## src/rtl/bcd_score_counter.sv

```systemverilog
// -----------------------------------------------------------------------------
// bcd_score_counter
//   Multi-digit packed-BCD up/down score counter.  Counts increment/decrement
//   events with decimal carry/borrow across all digits, supports wrap-around or
//   saturating behaviour at both ends, synchronous clear and clamped load.
//
// Parameters
//   DIGITS  number of BCD digits (1..8), digit 0 least significant
//   WRAP    1: wrap around at 9..9 / 0..0, 0: saturate at both ends
//   EDGE    1: count rising edges of inc/dec, 0: count every cycle high
//
// Ports
//   clk       in   system clock, rising edge
//   reset     in   asynchronous, active-high reset
//   inc       in   add one point
//   dec       in   subtract one point
//   clear     in   synchronous clear to zero (highest priority)
//   load      in   synchronous load of load_val (digits > 9 clamped to 9)
//   load_val  in   packed BCD load value, digit d at [4d+3:4d]
//   score     out  packed BCD score, digit d at [4d+3:4d]
//   at_max    out  score is all nines
//   at_min    out  score is zero
//   wrapped   out  one-cycle pulse: wrap occurred or saturation blocked a step
//   hiscore   out  highest score seen since reset (only with SCORE_HISCORE_EN)
//
// Configuration macro
//   SCORE_HISCORE_EN  adds the hiscore output and its register
// -----------------------------------------------------------------------------
module bcd_score_counter #(
   parameter int DIGITS = 4,
   parameter int WRAP   = 0,
   parameter int EDGE   = 1
) (
   input  logic                  clk,
   input  logic                  reset,
   input  logic                  inc,
   input  logic                  dec,
   input  logic                  clear,
   input  logic                  load,
   input  logic [4*DIGITS-1:0]   load_val,
   output logic [4*DIGITS-1:0]   score,
   output logic                  at_max,
   output logic                  at_min,
   output logic                  wrapped
`ifdef SCORE_HISCORE_EN
  ,output logic [4*DIGITS-1:0]   hiscore
`endif
);

   localparam int W = 4 * DIGITS;

   // Decimal +1 with the carry rippling through every digit in one cycle.
   function automatic logic [W-1:0] bcd_inc(input logic [W-1:0] v);
      logic [W-1:0] r;
      logic         c;
      r = v;
      c = 1'b1;
      for (int d = 0; d < DIGITS; d++) begin
         if (c) begin
            if (r[4*d +: 4] >= 4'd9) begin
               r[4*d +: 4] = 4'd0;
            end else begin
               r[4*d +: 4] = r[4*d +: 4] + 4'd1;
               c = 1'b0;
            end
         end
      end
      return r;
   endfunction

   // Decimal -1 with the borrow rippling through every digit in one cycle.
   function automatic logic [W-1:0] bcd_dec(input logic [W-1:0] v);
      logic [W-1:0] r;
      logic         b;
      r = v;
      b = 1'b1;
      for (int d = 0; d < DIGITS; d++) begin
         if (b) begin
            if (r[4*d +: 4] == 4'd0) begin
               r[4*d +: 4] = 4'd9;
            end else begin
               r[4*d +: 4] = r[4*d +: 4] - 4'd1;
               b = 1'b0;
            end
         end
      end
      return r;
   endfunction

   // Saturate each loaded digit into the legal BCD range.
   function automatic logic [W-1:0] bcd_clamp(input logic [W-1:0] v);
      logic [W-1:0] r;
      for (int d = 0; d < DIGITS; d++) begin
         r[4*d +: 4] = (v[4*d +: 4] > 4'd9) ? 4'd9 : v[4*d +: 4];
      end
      return r;
   endfunction

   function automatic logic bcd_all_nines(input logic [W-1:0] v);
      logic r;
      r = 1'b1;
      for (int d = 0; d < DIGITS; d++) begin
         if (v[4*d +: 4] != 4'd9) r = 1'b0;
      end
      return r;
   endfunction

   logic         inc_q, dec_q;
   logic         inc_ev, dec_ev;
   logic [W-1:0] score_n;
   logic         wrapped_n;

   // Event detection: rising edge or level, chosen at elaboration.
   always_comb begin
      if (EDGE != 0) begin
         inc_ev = inc & ~inc_q;
         dec_ev = dec & ~dec_q;
      end else begin
         inc_ev = inc;
         dec_ev = dec;
      end
   end

   // Next score: clear > load > count; simultaneous inc/dec cancel out.
   always_comb begin
      score_n   = score;
      wrapped_n = 1'b0;
      if (clear) begin
         score_n = '0;
      end else if (load) begin
         score_n = bcd_clamp(load_val);
      end else if (inc_ev && !dec_ev) begin
         if (bcd_all_nines(score)) begin
            wrapped_n = 1'b1;
            score_n   = (WRAP != 0) ? '0 : score;
         end else begin
            score_n = bcd_inc(score);
         end
      end else if (dec_ev && !inc_ev) begin
         if (score == '0) begin
            wrapped_n = 1'b1;
            score_n   = (WRAP != 0) ? {DIGITS{4'd9}} : score;
         end else begin
            score_n = bcd_dec(score);
         end
      end
   end

   // Register stage: flags are computed from score_n so they align with score.
   always_ff @(posedge clk or posedge reset) begin
      if (reset) begin
         score   <= '0;
         at_max  <= 1'b0;
         at_min  <= 1'b1;
         wrapped <= 1'b0;
         inc_q   <= 1'b0;
         dec_q   <= 1'b0;
      end else begin
         score   <= score_n;
         at_max  <= bcd_all_nines(score_n);
         at_min  <= (score_n == '0);
         wrapped <= wrapped_n;
         inc_q   <= inc;
         dec_q   <= dec;
      end
   end

`ifdef SCORE_HISCORE_EN
   // Both operands are always valid BCD, so plain binary ordering of the packed
   // vectors equals decimal magnitude ordering.
   always_ff @(posedge clk or posedge reset) begin
      if (reset) begin
         hiscore <= '0;
      end else if (score_n > hiscore) begin
         hiscore <= score_n;
      end
   end
`endif

endmodule

```

## config.mk

```make
export PLATFORM = sky130hd
export DESIGN_NAME = bcd_score_counter
export DESIGN_NICKNAME = d
export VERILOG_FILES = /design/src/rtl/bcd_score_counter.sv
export SDC_FILE = /design/constraint.sdc
export NUM_CORES = 1
export LEC_CHECK = 0
export ABC_CLOCK_PERIOD_IN_PS = 4930
export CAP_MARGIN = 20
export CORE_MARGIN = 10
export CORE_UTILIZATION = 65
export CTS_CLUSTER_DIAMETER = 150
export CTS_CLUSTER_SIZE = 8
export DETAILED_ROUTE_END_ITERATION = 8
export DONT_BUFFER_PORTS = 1
export PLACE_DENSITY = 0.83
export SYNTH_ARGS = -nofsm -noshare
export SYNTH_HDL_FRONTEND = slang
export SYNTH_SLANG_ARGS = --single-unit
```

## constraint.sdc

```tcl
create_clock -name clk -period 4.93 [get_ports clk]
set_input_delay 0.493 -clock clk [delete_from_list [all_inputs] [get_ports clk]]
set_output_delay 0.493 -clock clk [all_outputs]
set_load 0.01 [all_outputs]
```

==> results.md <==
Power and ir drop:
- The internal power of the cells is 269.4 uW.
- The analysis attributes to cell leakage a power of 0.8250 nW.
- The power per cell area is between 200 and 250 mW/mm^2.
- The fraction of power spent switching nets is 0.4109.
- The net switching power figure is roughly 190 uW.
- The power share of the combinational group is 0.319.
- The worst IR drop on VDD is roughly 130 uV.
- The total chip power is approximately 460 uW.
- The clock power share is 0.211.
- The fraction of power consumed by sequential logic is 0.470.

Placed design:
- Routability-driven placement finished with a final weighted congestion of about 0.99.
- The wire-length estimate of the detail-placed layout is between 5 and 6 mm.
- In this run the tool buffered the top-level ports with 0 buffer cells.

Logic synthesis:
- The post-synthesis xor/xnor area fraction is 0.008454.
- The number of cells produced by synthesis is between 200 and 300.
- In this run, synthesis produced a sequential element count of 21.
- The share of synthesized area in the top cell type comes to 0.2415.
- The post-synthesis compound-gate area fraction is 0.2572.
- The Yosys step of the flow raised 0 warnings.
- The synthesized design spends more area on one cell type than any other, namely sky130_fd_sc_hd__dfrtp_1.
- The mux contribution to synthesized area is 0.01510.
- The fraction of the mapped netlist area in simple logic gates is 0.3243.
- For this run, the leading register cell type out of synthesis is sky130_fd_sc_hd__dfrtp_1.
- The count of flip-flops with a built-in enable after synthesis is 0.
- The count of cell types in the netlist is 60.
- The post-synthesis instance area is around 0.0021 mm^2.
- Sorting the synthesized cells by area gives the leading types as sky130_fd_sc_hd__dfrtp_1 24%, sky130_fd_sc_hd__ha_1 7.9%, sky130_fd_sc_hd__inv_1 4.5%, sky130_fd_sc_hd__nand2_1 4.0%, sky130_fd_sc_hd__a21oi_1 3.6%.
- The net count after synthesis is between 200 and 300.
- In the post-synthesis netlist, the cell with the most instances is sky130_fd_sc_hd__inv_1.
- Of the total synthesized cell area, the portion taken by full adders, half adders and majority gates is 0.07850.
- Each instance of the synthesized netlist takes up on average around 8 um^2.
- For this run, asynchronously set or reset flops after synthesis account for 1.000.
- For this run, the register share of the synthesized area comes to 0.2542.
- The commonest cells after synthesis are 25 x sky130_fd_sc_hd__inv_1, 22 x sky130_fd_sc_hd__nand2_1, 20 x sky130_fd_sc_hd__dfrtp_1.
- After synthesis, the largest family of logic cells by area is simple AND/OR/NAND/NOR gates.

STA:
- Clock skew on the completed layout was measured at ~0.0063 ns.
- Measured against its own limit, the worst slew margin works out to 0.3907.
- Summed over all failing endpoints, the final setup total negative slack is 0 ns.
- The count of final setup violators is 0.
- The max-slew violation count is 0.
- The final clock period utilization by the worst path is 0.7005.
- For the finished layout, the period the worst path requires is ~3.5 ns.
- Based on the critical path, the design can be clocked at up to approximately 290 MHz.
- The hold violation total from the final report was 0.
- The pin slew with the least headroom to its limit is between 0.8 and 0.9 ns.
- Setup repair after global routing left no endpoint under its margin.

Setup path:
- The arrival time at the worst endpoint is about 3.7 ns.
- The signal on the critical path passes through inv_1 > ha_1 > or3b_2 > nand4_4 > or3_4 > o211a_1 > o311a_4 > or3_1 > or4_1 > nor4_2.
- The largest driver fanout on the critical path is 8.
- STA classifies the critical path startpoint as a flip-flop.
- The critical-path cell with the highest stage delay is sky130_fd_sc_hd__dfrtp_1.
- The launch instance of the worst register-to-register path is score[0].
- The setup check on the worst reg-to-reg path leaves a slack of ~1.5 ns.
- The worst flop-to-flop path endpoint is at_min.
- For this run, the slowest stage of the critical path takes 0.56 ns.
- For the worst flop-to-flop path, the logic depth is 10.
- The required time of the critical path is 5.19 ns.
- The sort of element at the end of the critical path is a flip-flop.
- The worst setup path is of the flip-flop to flip-flop kind.

Final layout:
- For this run, the share of the core covered by cells in the final layout is 0.6943.
- After filler insertion, the fill cell instance count of the layout stands at 260.
- Relative to the synthesized area, the layout overhead comes to 2.295%.
- Of the cells placed in the final design, the portion with a size suffix greater than 1 is 0.07422.
- Summing all flip-flop and latch instances after layout gives 526.8 um^2.
- The multi-input combinational cell area is 0.001416 mm^2.
- 0 antenna diodes ended up in the layout.
- The count of nets after finishing is between 200 and 300.

Floorplan:
- 41 I/O pins were placed.
- The full die area is approximately 0.006 mm^2.
- The die is between 70 and 80 um tall.
- The initialized floorplan defines 20 standard-cell rows.
- The initial utilization of the core area, before any placement, comes to 0.6787.
- In this run the horizontal extent of the chip is approximately 76 um.
- After floorplanning, the core was sized to cover 0.003053 mm^2.

Clock network:
- The clock-pin slew on the worst setup and hold paths is 0.14 ns.
- The post-CTS resize count is 0.
- For the worst-skew pair, the clock arrives at the later sink with an insertion delay of around 0.33 ns.
- The tree built by TritonCTS fans out to 21 sinks.
- CTS built an H-tree with a depth of 1.
- The TritonCTS buffer count is 3.
- Counting along the longest clock path gives a buffer depth of 2.
- Clock tree synthesis selected as its root buffer the cell sky130_fd_sc_hd__clkbuf_4.
- TritonCTS built the clock tree.
- The number of setup buffers added after CTS is 0.
- The hold buffer count at cts is 0.

Route:
- The detailed-route wire length per cell is around 22 um.
- The first TritonRoute pass finished after 6 iterations.
- Using the TritonRoute via totals, the vias-per-cell ratio works out to between 7 and 8.
- The wire length reported by the detailed router is 6.680 mm.
- The count of vias placed by the detailed router is 2187.
- After detailed routing, the number of remaining DRC violations is 0.
- For this block, the initial DRC count from the detailed router was between 400 and 500.
- In this run the remaining antenna-violating nets after routing total 0.

Min path:
- The worst hold endpoint is inc_q.
- The classification of the worst-slack hold path is input pin to flip-flop.
- The count of cells along the worst hold path is 0.
- The startpoint of the tightest hold check path is inc.

Global route:
- The first global-routing pass estimated around 11 mm of wire.
- The global routing stage identified its most utilized layer as met2.
- The via count of the first global-routing pass was 2104.
- The initial antenna violation count is 0.
- The met2 layer usage reported by global route is 0.3401.
- The routing usage on met3 is 0.08019.
- The met1 track demand over resource is 0.2885.
- The largest net degree at the start of global routing is 25.
- The total congestion overflow after global routing is 0.
- For this run, the total global-route usage over all layers was measured as 0.2240.

Job:
- The max capacitance violation total is 0.

Outcome:
- The flow ran to the end, and the final reports show no timing, DRC or antenna violations.
## critical path, delay by kind of cell, from the launching register on
kind                       cells  cell delay, ns
adders and majority gates      1            0.28
DFF                            1            0.56
buffers and inverters          1            0.08
and+or+nand+nor                6            1.91
AOI/OAI and AO/OA              2            0.55
## layout make-up
type | count | area share
Clock inverter | 1 | 0.002361
Sequential cell | 21 | 0.2485
Multi-Input combinational cell | 206 | 0.6682
Tap cell | 44 | 0.02597
Inverter | 25 | 0.04427
Clock buffer | 3 | 0.01063
## sequential cells by signal, summed over array words and instances, names as in the netlist
name	cells
at_max	1
at_min	1
dec_q	1
inc_q	1
score	16
wrapped	1
## power by group through the flow
| stage | sequential (mW) | clock [mW] | combinational, mW |
|---|---|---|---|
| after floorplan | 0.205 | 0 | 0.118 |
| after global placement | 0.218 | 0 | 0.140 |
| after detailed placement | 0.218 | 0 | 0.140 |
| after CTS | 0.214 | 0.0918 | 0.141 |
| after global routing | 0.218 | 0.100 | 0.161 |
| final | 0.215 | 0.0963 | 0.146 |
## logic make-up after synthesis
family                   Yosys count
AO/OA/AOI/OAI                     76
XOR/XNOR                           2
adder cells (fa/ha/maj)           13
buffers and inverters             33
flip-flops                        21
multiplexers                       3
AND/OR/NAND/NOR                  112
## worst max-delay path by stage
stage,from,end,slack [ns],cells past startpoint
finish,score[0],at_min,1.48,10
global route,score[0],at_min,1.26,10
CTS,score[0],at_min,1.49,10
floorplan,score[0],at_min,1.79,10
global placement,score[0],at_min,1.55,10
detailed placement,score[0],at_min,1.51,10
## per-stage QoR
stage | hold WS, ns | cell area [um^2] | instances | setup WS [ns]
after floorplan | 0.4688 | 2072 | 260 | 1.787
after global routing | 0.1656 | 2120 | 300 | 1.264
after detailed placement | 0.5247 | 2092 | 296 | 1.514
after CTS | 0.1837 | 2120 | 300 | 1.494
final | 0.1746 | 2120 | 300 | 1.477
after global placement | 0.5246 | 2092 | 296 | 1.553
## per-layer routing
metal  part of all wire  wire length (um)
met5                  0                 0
met4              0.024               160
met3               0.15               985
met2               0.45              2977
met1               0.38              2556
## cells in the final DEF, fill, tap and decap left out, types with 3 or more instances in the layout
cell,n
sky130_fd_sc_hd__a211oi_1,6
sky130_fd_sc_hd__nand4_1,4
sky130_fd_sc_hd__nor3_1,10
sky130_fd_sc_hd__nand2b_1,6
sky130_fd_sc_hd__inv_1,25
sky130_fd_sc_hd__o21ai_0,15
sky130_fd_sc_hd__dfrtp_1,20
sky130_fd_sc_hd__a21oi_1,15
sky130_fd_sc_hd__or3b_2,3
sky130_fd_sc_hd__ha_1,13
sky130_fd_sc_hd__a311oi_1,3
sky130_fd_sc_hd__nand3b_1,3
sky130_fd_sc_hd__nand2_1,22
sky130_fd_sc_hd__nor3b_1,5
sky130_fd_sc_hd__nor4_1,4
sky130_fd_sc_hd__a31oi_1,8
sky130_fd_sc_hd__nor3b_2,3
sky130_fd_sc_hd__nor2b_1,3
sky130_fd_sc_hd__o211ai_1,4
sky130_fd_sc_hd__nor2_1,19
sky130_fd_sc_hd__clkbuf_4,3
sky130_fd_sc_hd__o311ai_0,3
sky130_fd_sc_hd__nand3_1,12
(Power assumes the default switching activity.)
